==> src/rtl/fpu_req_ctrl.sv <==
// Request controller sitting between a valid/ready command stream and a fixed-latency FPU.
// One operation in flight; the result is held until the downstream handshake completes.
module fpu_req_ctrl #(
  parameter int DATA_WIDTH = 16,
  parameter int FPU_LAT    = 0
) (
  input  logic                  clk_i,
  input  logic                  rst_i,
  input  logic                  cmd_valid_i,
  output logic                  cmd_ready_o,
  input  logic [3:0]            cmd_op_i,
  input  logic [DATA_WIDTH-1:0] cmd_a_i,
  input  logic [DATA_WIDTH-1:0] cmd_b_i,
  output logic [3:0]            fpu_op_o,
  output logic [DATA_WIDTH-1:0] fpu_in1_o,
  output logic [DATA_WIDTH-1:0] fpu_in2_o,
  input  logic [DATA_WIDTH-1:0] fpu_out_i,
  input  logic                  fpu_overflow_i,
  output logic                  rsp_valid_o,
  input  logic                  rsp_ready_i,
  output logic [DATA_WIDTH-1:0] rsp_data_o,
  output logic                  rsp_overflow_o,
  output logic                  sticky_ovf_o,
  input  logic                  sticky_clr_i,
  output logic [15:0]           op_cnt_o
);

  localparam int CW = (FPU_LAT > 0) ? $clog2(FPU_LAT + 1) : 1;

  typedef enum logic [1:0] {
    IDLE = 2'd0,
    BUSY = 2'd1,
    RESP = 2'd2
  } state_e;

  state_e                  state_q;
  logic [CW-1:0]           wait_q;
  logic [3:0]              op_q;
  logic [DATA_WIDTH-1:0]   in1_q;
  logic [DATA_WIDTH-1:0]   in2_q;
  logic [DATA_WIDTH-1:0]   rsp_data_q;
  logic                    rsp_ovf_q;
  logic                    sticky_q;
  logic [15:0]             op_cnt_q;
  logic                    capture;

  assign capture = (state_q == BUSY) && (wait_q == '0);

  always_ff @(posedge clk_i) begin
    if (rst_i) begin
      state_q    <= IDLE;
      wait_q     <= '0;
      op_q       <= '0;
      in1_q      <= '0;
      in2_q      <= '0;
      rsp_data_q <= '0;
      rsp_ovf_q  <= 1'b0;
      sticky_q   <= 1'b0;
      op_cnt_q   <= '0;
    end else begin
      // Counter is rewritten every cycle; it simply adds the capture strobe.
      op_cnt_q <= op_cnt_q + {15'd0, capture};

      if (capture && fpu_overflow_i) begin
        sticky_q <= 1'b1;
      end else if (sticky_clr_i) begin
        sticky_q <= 1'b0;
      end

      case (state_q)
        IDLE: begin
          if (cmd_valid_i) begin
            op_q    <= cmd_op_i;
            in1_q   <= cmd_a_i;
            in2_q   <= cmd_b_i;
            wait_q  <= CW'(FPU_LAT);
            state_q <= BUSY;
          end
        end
        BUSY: begin
          if (wait_q != '0) begin
            wait_q <= wait_q - CW'(1);
          end else begin
            rsp_data_q <= fpu_out_i;
            rsp_ovf_q  <= fpu_overflow_i;
            state_q    <= RESP;
          end
        end
        RESP: begin
          if (rsp_ready_i) begin
            state_q <= IDLE;
          end
        end
        default: state_q <= IDLE;
      endcase
    end
  end

  assign cmd_ready_o    = (state_q == IDLE);
  assign rsp_valid_o    = (state_q == RESP);
  assign fpu_op_o       = op_q;
  assign fpu_in1_o      = in1_q;
  assign fpu_in2_o      = in2_q;
  assign rsp_data_o     = rsp_data_q;
  assign rsp_overflow_o = rsp_ovf_q;
  assign sticky_ovf_o   = sticky_q;
  assign op_cnt_o       = op_cnt_q;

endmodule

==> config.mk <==
export PLATFORM = sky130hd
export DESIGN_NAME = fpu_req_ctrl
export DESIGN_NICKNAME = d
export VERILOG_FILES = /design/src/rtl/fpu_req_ctrl.sv
export SDC_FILE = /design/constraint.sdc
export NUM_CORES = 1
export LEC_CHECK = 0
export CAP_MARGIN = 20
export CORE_MARGIN = 2
export CORE_UTILIZATION = 36
export CTS_CLUSTER_SIZE = 20
export DETAILED_ROUTE_END_ITERATION = 16
export HOLD_SLACK_MARGIN = 0.02
export PLACE_DENSITY = 0.75
export SYNTH_ARGS = -nofsm -noshare
export SYNTH_HDL_FRONTEND = slang
export SYNTH_SLANG_ARGS = --single-unit
export TNS_END_PERCENT = 50
==> constraint.sdc <==
create_clock -name clk_i -period 1.85 [get_ports clk_i]
set_input_delay 0.37 -clock clk_i [delete_from_list [all_inputs] [get_ports clk_i]]
set_output_delay 0.37 -clock clk_i [all_outputs]
set_load 0.1 [all_outputs]
* After elaboration in Yosys (flattened, before gate mapping)
Cells that the tools add are included.
** Cells by class
- Mux-type cells :: 9
- Bitwise operators :: 1
- Multiply operators :: 0
- $add $sub $neg :: 2
- Reductions and logical operators :: 9
- Shift operators :: 0
- Magnitude comparators :: 0
- Equal/unequal tests :: 5
- Div/mod/pow operators :: 0
** Operators by type and width (number)
- 16-bit by 1-bit adder with 16-bit output :: 1
- 2-bit two-way mux :: 3
- 2-bit case mux with 3 select lines :: 1
- 2-bit AND reduction :: 3
- 1-bit two-way mux :: 4
- 2-bit != test (second input constant) :: 2
- 2-bit nonzero test :: 2
- 3-bit AND reduction :: 1
- 2-bit by 1-bit equality test with 1-bit output (second input constant) :: 1
- 2-bit equality test (second input constant) :: 1
- 1-bit logical AND :: 2
- 2-bit zero test :: 1
- 2-bit by 1-bit != test with 1-bit output (second input constant) :: 1
- 1-bit case mux with 2 select lines :: 1
- 1-bit NOT :: 1
- 1-bit subtractor (second input constant) :: 1
** Storage, ports and cells
- Output and inout bits :: 72
- Memory bits (writable) :: 0
- Bits of input ports :: 58
- Word-level logic and storage cells :: 35
- Latch bits :: 0
- Memory bits (read-only) :: 0
- Register bits after elaboration :: 73
- Memories :: 0

* Logic depth before layout (Yosys ltp)
- Depth in word-level cells :: 4
- Mapped depth :: 10
- Gate-level depth less buffers :: 8

* Worst setup path after synthesis
No wires, ideal clock.
- Kind :: reg2reg
- Start :: register state_q[0]
- End :: register in1_q[0] (netlist: fpu_in1_o[0])
- Cell stages (with the launch flop) :: 6
- Data arrival time :: 2507 ps
- Buffers on the path :: 1
- Clock period less this slack :: 2639 ps
- Setup time :: 132 ps
- Slack :: -789 ps
- Data required time :: 1718 ps
- Cell sequence :: dfxtp_1 > nor2_1 > nand2_1 > clkbuf_1 > nand2_1 > a21oi_1
** On the way
- Word-level cells in the longest chain between the ends :: 2
** RTL lines
- from (decl) :: line 36 : state_e state_q;
- from (signal assigned) :: line 51 : state_q <= IDLE;
- from (signal assigned) :: line 77 : state_q <= BUSY;
- from (signal assigned) :: line 86 : state_q <= RESP;
- 2-bit zero test
- net cmd_ready_o :: line 10 : output logic cmd_ready_o,
- 2-bit AND reduction (no source line)
- to (signal assigned) :: line 74 : in1_q <= cmd_a_i;
- to (decl) :: line 39 : logic [DATA_WIDTH-1:0] in1_q;
The timed path passes the listed nets, and every way through them passes these cells.
A chain may end at the register's enable or synchronous reset.

* Worst setup path after layout
- Start :: register state_q[0]
- End :: register op_cnt_q[14] (netlist: op_cnt_o[14])
** On the way
- Word-level cells in the longest chain between the ends :: 3
** RTL lines
- 2-bit by 1-bit equality test with 1-bit output :: line 47 : assign capture = (state_q == BUSY) && (wait_q == '0);
- 1-bit logical AND :: line 47
- 16-bit by 1-bit adder with 16-bit output :: line 62 : op_cnt_q <= op_cnt_q + {15'd0, capture};
- to (signal assigned) :: line 62
- to (decl) :: line 44 : logic [15:0] op_cnt_q;
Every way passes these cells.

==> results.md <==
* First-pass GRT wire length at 11600 um
* Top fanout value on the critical path at 4
* # fillers at 614
* Residual overflow from global routing at 0
* Post-synthesis cell count at 321
* Largest net degree at the start of global routing at 72
* Final worst clock skew at 0.00400 ns
* Detail Placement HPWL at 5180 um
* Total buffers and inverters traversed by the critical path at 1
* Unrepaired setup endpoints after global routing: no
* First DRT Iteration DRCs at 81
* Die Ht at 90 um
* Clock slew seen by the registers of the worst setup and hold paths at 0.07 ns
* Endpoint required time on the critical path at 2.07 ns
* Crit path kind: reg -> reg
* Total design power at 0.00399 W
* Final Critical Period at 1.72 ns
* Type of the worst min-delay path: in -> reg
* Proportion of layout cells with a drive suffix above 1 at 0.253
* Largest incremental delay on the critical path at 0.42 ns
* Initial Utilization at 0.369
* Run status: finished clean
* MaxCap Viol Count at 0
* Hold_buf cts at 0
* Finished Core Util at 0.650
* CP arrival at 1.94 ns
* Final count of hold timing violations at 0
* Number of gates resized after CTS at 0
* Clock latency on the worst-skew pair at 0.33 ns
* Area of the die at 0.00810 sq mm
* Worst slew slack as a fraction of its limit at 0.790
* Total nets after synthesis at 381
* IO Count at 130
* Die Span X at 90 um
* All-Layer GR Usage at 0.175
* Layout net count at 510
* Worst setup timing slack at the placement stage at 0.135 ns
* Wire length per cell after detailed routing at 12.7 um
* Port Buf Inserts at 129
* TritonCTS clock tree: yes
* Final setup fails at 0
* Number of remaining DRC errors at 0
* Aggregate routed wire length at 7000 um
* Antenna-violating nets left at 0
* Placer's final routability congestion estimate at 0.772
* Length of the first detailed-routing pass in iterations at 5
* Syn Area/Cell at 8.29 sq um
* Period utilisation layout at 0.928
* Syn. warnings at 0
* Worst setup margin at 0.133 ns
* CTS Buffer Depth at 2
* Sequential-to-total area share from yosys stat at 0.541
* CP top delay family: simple AND/OR/NAND/NOR gates
* FF+latch count, synth at 72
* Ratio of total power to cell area at 852 mW/mm^2
* Post-CTS setup buffer count at 0
* Via count of the first global-routing pass at 2600
* Library cells used by synthesis at 31
* Area of the core at 0.00721 sq mm
* Worst Setup End Kind: flip-flop
* Top achievable clock speed at 582 MHz
* Leading cell types in the layout, fill and taps excluded: nand2_1 (109), dfxtp_1 (64), a21oi_1 (57), clkdlybuf4s50_1 (56), buf_12 (50)
* Cell row count at 31
* Antenna violations before repair at 0
* Clock Sink Count at 72
* Transition time of the tightest slew-check pin at 0.314 ns
* Growth of design area from synthesis to finish at 76.0%
* Critical Path Slowest Stage Cell: dfxtp_1
* Number of antenna repair diodes at 0
* Critical-path cell list: nand2b_1 > inv_2 > and2_1 > ha_1 > nand4_1 > nor4_2 > xnor2_1 > nor2_1
* Post-DR vias/cell at 4.67
* Cell area after technology mapping at 0.00266 sq mm
* Clock root buffer: clkbuf_8
* Routed via count at 2582
* Leakage power of the design at 1.83 nW
* Most common library cell in the layout ignoring fill and taps: nand2_1
* Number of levels in the clock H-tree at 3
* Number of CTS-inserted buffers at 9
* Hold Slack at 0.432 ns
* Startpoint class of the critical path: flip-flop
* IR Drop Worst-Case VDD at 0.000520 V
* Final count of pins violating max slew at 0
[power by group]
group | internal (W) | total [W] | switching [W]
registers | 0.00163 | 0.00169 | 0.0000646
clock network | 0.000651 | 0.00119 | 0.000541
logic | 0.000383 | 0.00111 | 0.000727
total | 0.00266 | 0.00399 | 0.00133
[sequential cells by signal (all words and copies together) (netlist names)]
signal and cells:
fpu_op_o 4, state_q 2, fpu_in2_o 16, rsp_data_o 16
rsp_overflow_o 1, fpu_in1_o 16, op_cnt_o 16, sticky_ovf_o 1
[layout make-up]
| cell class | count | area, sq um | area share |
|---|---|---|---|
| sequential | 72 | 1450 | 0.310 |
| inverter | 2 | 7.51 | 0.00160 |
| clock inverter | 3 | 42.5 | 0.00908 |
| multi-input combinational | 228 | 1120 | 0.240 |
| timing repair buffer | 137 | 1790 | 0.382 |
| tap | 99 | 124 | 0.0264 |
| clock buffer | 12 | 145 | 0.0310 |
[tightest hold or removal path, stage by stage]
cell	delay (ns)
buf_2	0.14
nor2_1	0.08
mux2_2	0.14
[through the flow]
stage	cells	setup TNS [ns]	cell area (sq um)
after floorplan	321	-0.536	2680
after global placement	538	0	4500
after detailed placement	538	0	4500
after CTS	553	0	4690
after global routing	553	0	4690
final	553	0	4690
[logic make-up (layout without fill, tap and decap cells)]
family	Yosys count	in the layout	synth area share
and+or+nand+nor	155	155	0.257
DFF	72	72	0.541
xor gates and xnor gates	11	11	0.0362
buffers and inverters	21	154	0.0399
adders and majority gates	2	2	0.00940
AOI/OAI and AO/OA	59	59	0.112
muxes	1	1	0.00423
[synthesized netlist by cell type (all sizes together)]
cell type,n,area (sq um)
and2,4,27.5
mux2,1,11.3
or3,1,6.26
nand3,7,40.0
xor2,7,61.3
xnor2,4,35.0
and2b,1,8.76
ha,2,25.0
o21ai,1,5.00
clkbuf,12,55.1
nor2b,3,18.8
nor3,1,5.00
nand2,109,409
buf,7,43.8
nor4,2,25.0
inv,2,7.50
nand4,6,37.5
nor2,15,56.3
nand2b,3,18.8
and4,3,30.0
dfxtp,72,1440
a21oi,57,285
a31o,1,8.76
[routing by layer]
| layer | vias up | track usage | share of wire |
|---|---|---|---|
| li1 | 1301 | - | - |
| met1 | 1175 | 0.191 | 0.40 |
| met2 | 93 | 0.293 | 0.49 |
| met3 | 13 | 0.0746 | 0.092 |
| met4 | 0 | 0.0846 | 0.021 |
| met5 | - | 0 | 0 |
[final timing paths]
path	cells after the start	from	slack, ns	end
min reg2reg	2	rsp_data_o[3]	0.46	rsp_data_o[3]
min	3	rst_i	0.43	op_cnt_o[15]
max	8	state_q[0]	0.13	op_cnt_o[14]
max reg2reg	8	state_q[0]	0.13	op_cnt_o[14]
No activity file was read; power rests on OpenSTA's default activity.
==> RTL change, RTL diff (same flow settings) <==
`DATA_WIDTH`: 16 -> 24.
--- a/src/rtl/fpu_req_ctrl.sv
+++ b/src/rtl/fpu_req_ctrl.sv
@@ -1,7 +1,7 @@
 // Request controller sitting between a valid/ready command stream and a fixed-latency FPU.
 // One operation in flight; the result is held until the downstream handshake completes.
 module fpu_req_ctrl #(
-  parameter int DATA_WIDTH = 16,
+  parameter int DATA_WIDTH = 24,
   parameter int FPU_LAT    = 0
 ) (
   input  logic                  clk_i,
Interface: changed (6 resized); port bits go from 130 to 178. The function was not compared with the original's and may differ.
==> RTL change against the unedited design <==
- routed wire length rose by 49%
- cell area rose by 35%
- clock skew rose by 7.2 ps
- worst hold slack got worse by 18 ps
- sequential cell count rose by 24
- setup slack improved by 1.7 ps
- global-route usage rose by 2.1 points
- synthesized area rose by 31%
- die area rose by 29%
- power rose by 37%
- critical path type unchanged
==> RTL change: results (changes against the unedited design) <==
[status]
outcome = completed  ; unchanged

[worst_setup_path]
cpPeakStageDelay_ps = 340  ; was 420 ps
path_delay_family = simple AND/OR/NAND/NOR gates  ; unchanged
r2r_start = state_q[1]  ; was state_q[0]
slowest_stage = nor4_2  ; was dfxtp_1

[placed_design]
dp_hpwl_um = 7800  ; was 5180 µm
dp.cells = 716  ; was 538
port_buffers = 177  ; was 129
gp_congestion = 0.793  ; was 0.772

[global_route]
grt_pass1_wl_um = 16000  ; was 11,600 µm
gr-usage-met3_pct = 7.93  ; was 7.46%
met2_usage_pct = 34.8  ; was 29.3%
grtUsageTotal_pct = 19.6  ; was 17.5%
grt_util_met1_pct = 21.4  ; was 19.1%
grt_max_degree = 43  ; was 72

[synth]
syn-num-nets = 510  ; was 381
synth_common_cells = nand2_1, dfxtp_1, a21oi_1, clkbuf_1, nor2_1  ; was nand2_1, dfxtp_1, a21oi_1, nor2_1, clkbuf_1
synth.distinct_cells = 32  ; was 31
synth_area_leaders = dfxtp_1, nand2_1, a21oi_1  ; unchanged
ys.flop_type = dfxtp_1  ; unchanged
ys_seq_area_share_pct = 55.2  ; was 54.1%
postSynthAreaPerCell_um2 = 8.18  ; was 8.29 µm²

[routing]
first_pass_iters = 4  ; was 5
wl_per_cell_um = 14.2  ; was 12.7 µm
vias = 3412  ; was 2,582
first_iter_violations = 85  ; was 81

[layout]
nNetsFinal = 682  ; was 510
drive_gt1_share_pct = 24.1  ; was 25.3%
stdcell_count = 730  ; was 553

[power]
swShare_pct = 33.5  ; was 33.4%
p_leak_nw = 2.46  ; was 1.83 nW

[timing]
fin_skew_ps = 11.2  ; was 4.00 ps
max-slew-margin-rel_pct = 70.4  ; was 79.0%

[clock_network]
cts_root_buffer = clkbuf_8  ; unchanged

RTL change: routing by layer:
layer,share of wire (%),vias to the layer above
met4,1.6,0
met1,39,1554
li1,-,1717
met3,9.8,11
met5,0,-
met2,50,130
RTL change: layout make-up:
cell class,count,area (µm²)
fillers,738,2980
repair buffers,189,2590
flip-flops and latches,96,1930
multi-input cells,300,1430
well taps,129,161
clock buffers,10,128
clock inverters,4,95.1
inverters,2,7.51
RTL change: kinds of logic after synthesis:
logic type | share of synthesized area, %
and+or+nand+nor | 24.8
DFF | 55.2
AOI/OAI and AO/OA | 12.0
buffers and inverters | 4.20
xor gates and xnor gates | 2.77
adders and majority gates | 0.718
muxes | 0.323
RTL change: power groups by stage:
stage / clock [mW] / sequential [mW] / combinational [mW]
6_report: 1.57 / 2.27 / 1.61
2_1_floorplan: 0 / 3.01 / 0.259
5_1_grt: 1.69 / 2.28 / 1.68
3_3_place_gp: 0 / 2.31 / 1.60
3_5_place_dp: 0 / 2.32 / 1.62
4_1_cts: 1.61 / 2.27 / 1.62
RTL change: worst max-delay path by stage:
stage | end | slack, ps | cells after the start
3_3_place_gp | op_cnt_o[14] | 230 | 8
6_report | op_cnt_o[14] | 130 | 8
2_1_floorplan | op_cnt_o[15] | -240 | 3
5_1_grt | op_cnt_o[14] | 0.8 | 8
3_5_place_dp | op_cnt_o[14] | 160 | 8
4_1_cts | op_cnt_o[14] | 130 | 8
RTL change: through the flow:
step           cell area [µm²]  worst slack [ps]  TNS, ps  util [%]  hold slack, ps
2_1_floorplan             3500              -237    -1060         -             506
3_3_place_gp              6120               233        0      65.6             442
3_5_place_dp              6120               155        0      65.6             448
5_1_grt                   6340             0.823        0      68.0             431
6_report                  6340               135        0      68.0             414
4_1_cts                   6340               127        0      68.0             405
RTL change: tightest hold or removal path, stage by stage:
cell	delay (ps)
buf_2	130
nor2_1	80
mux2_2	140
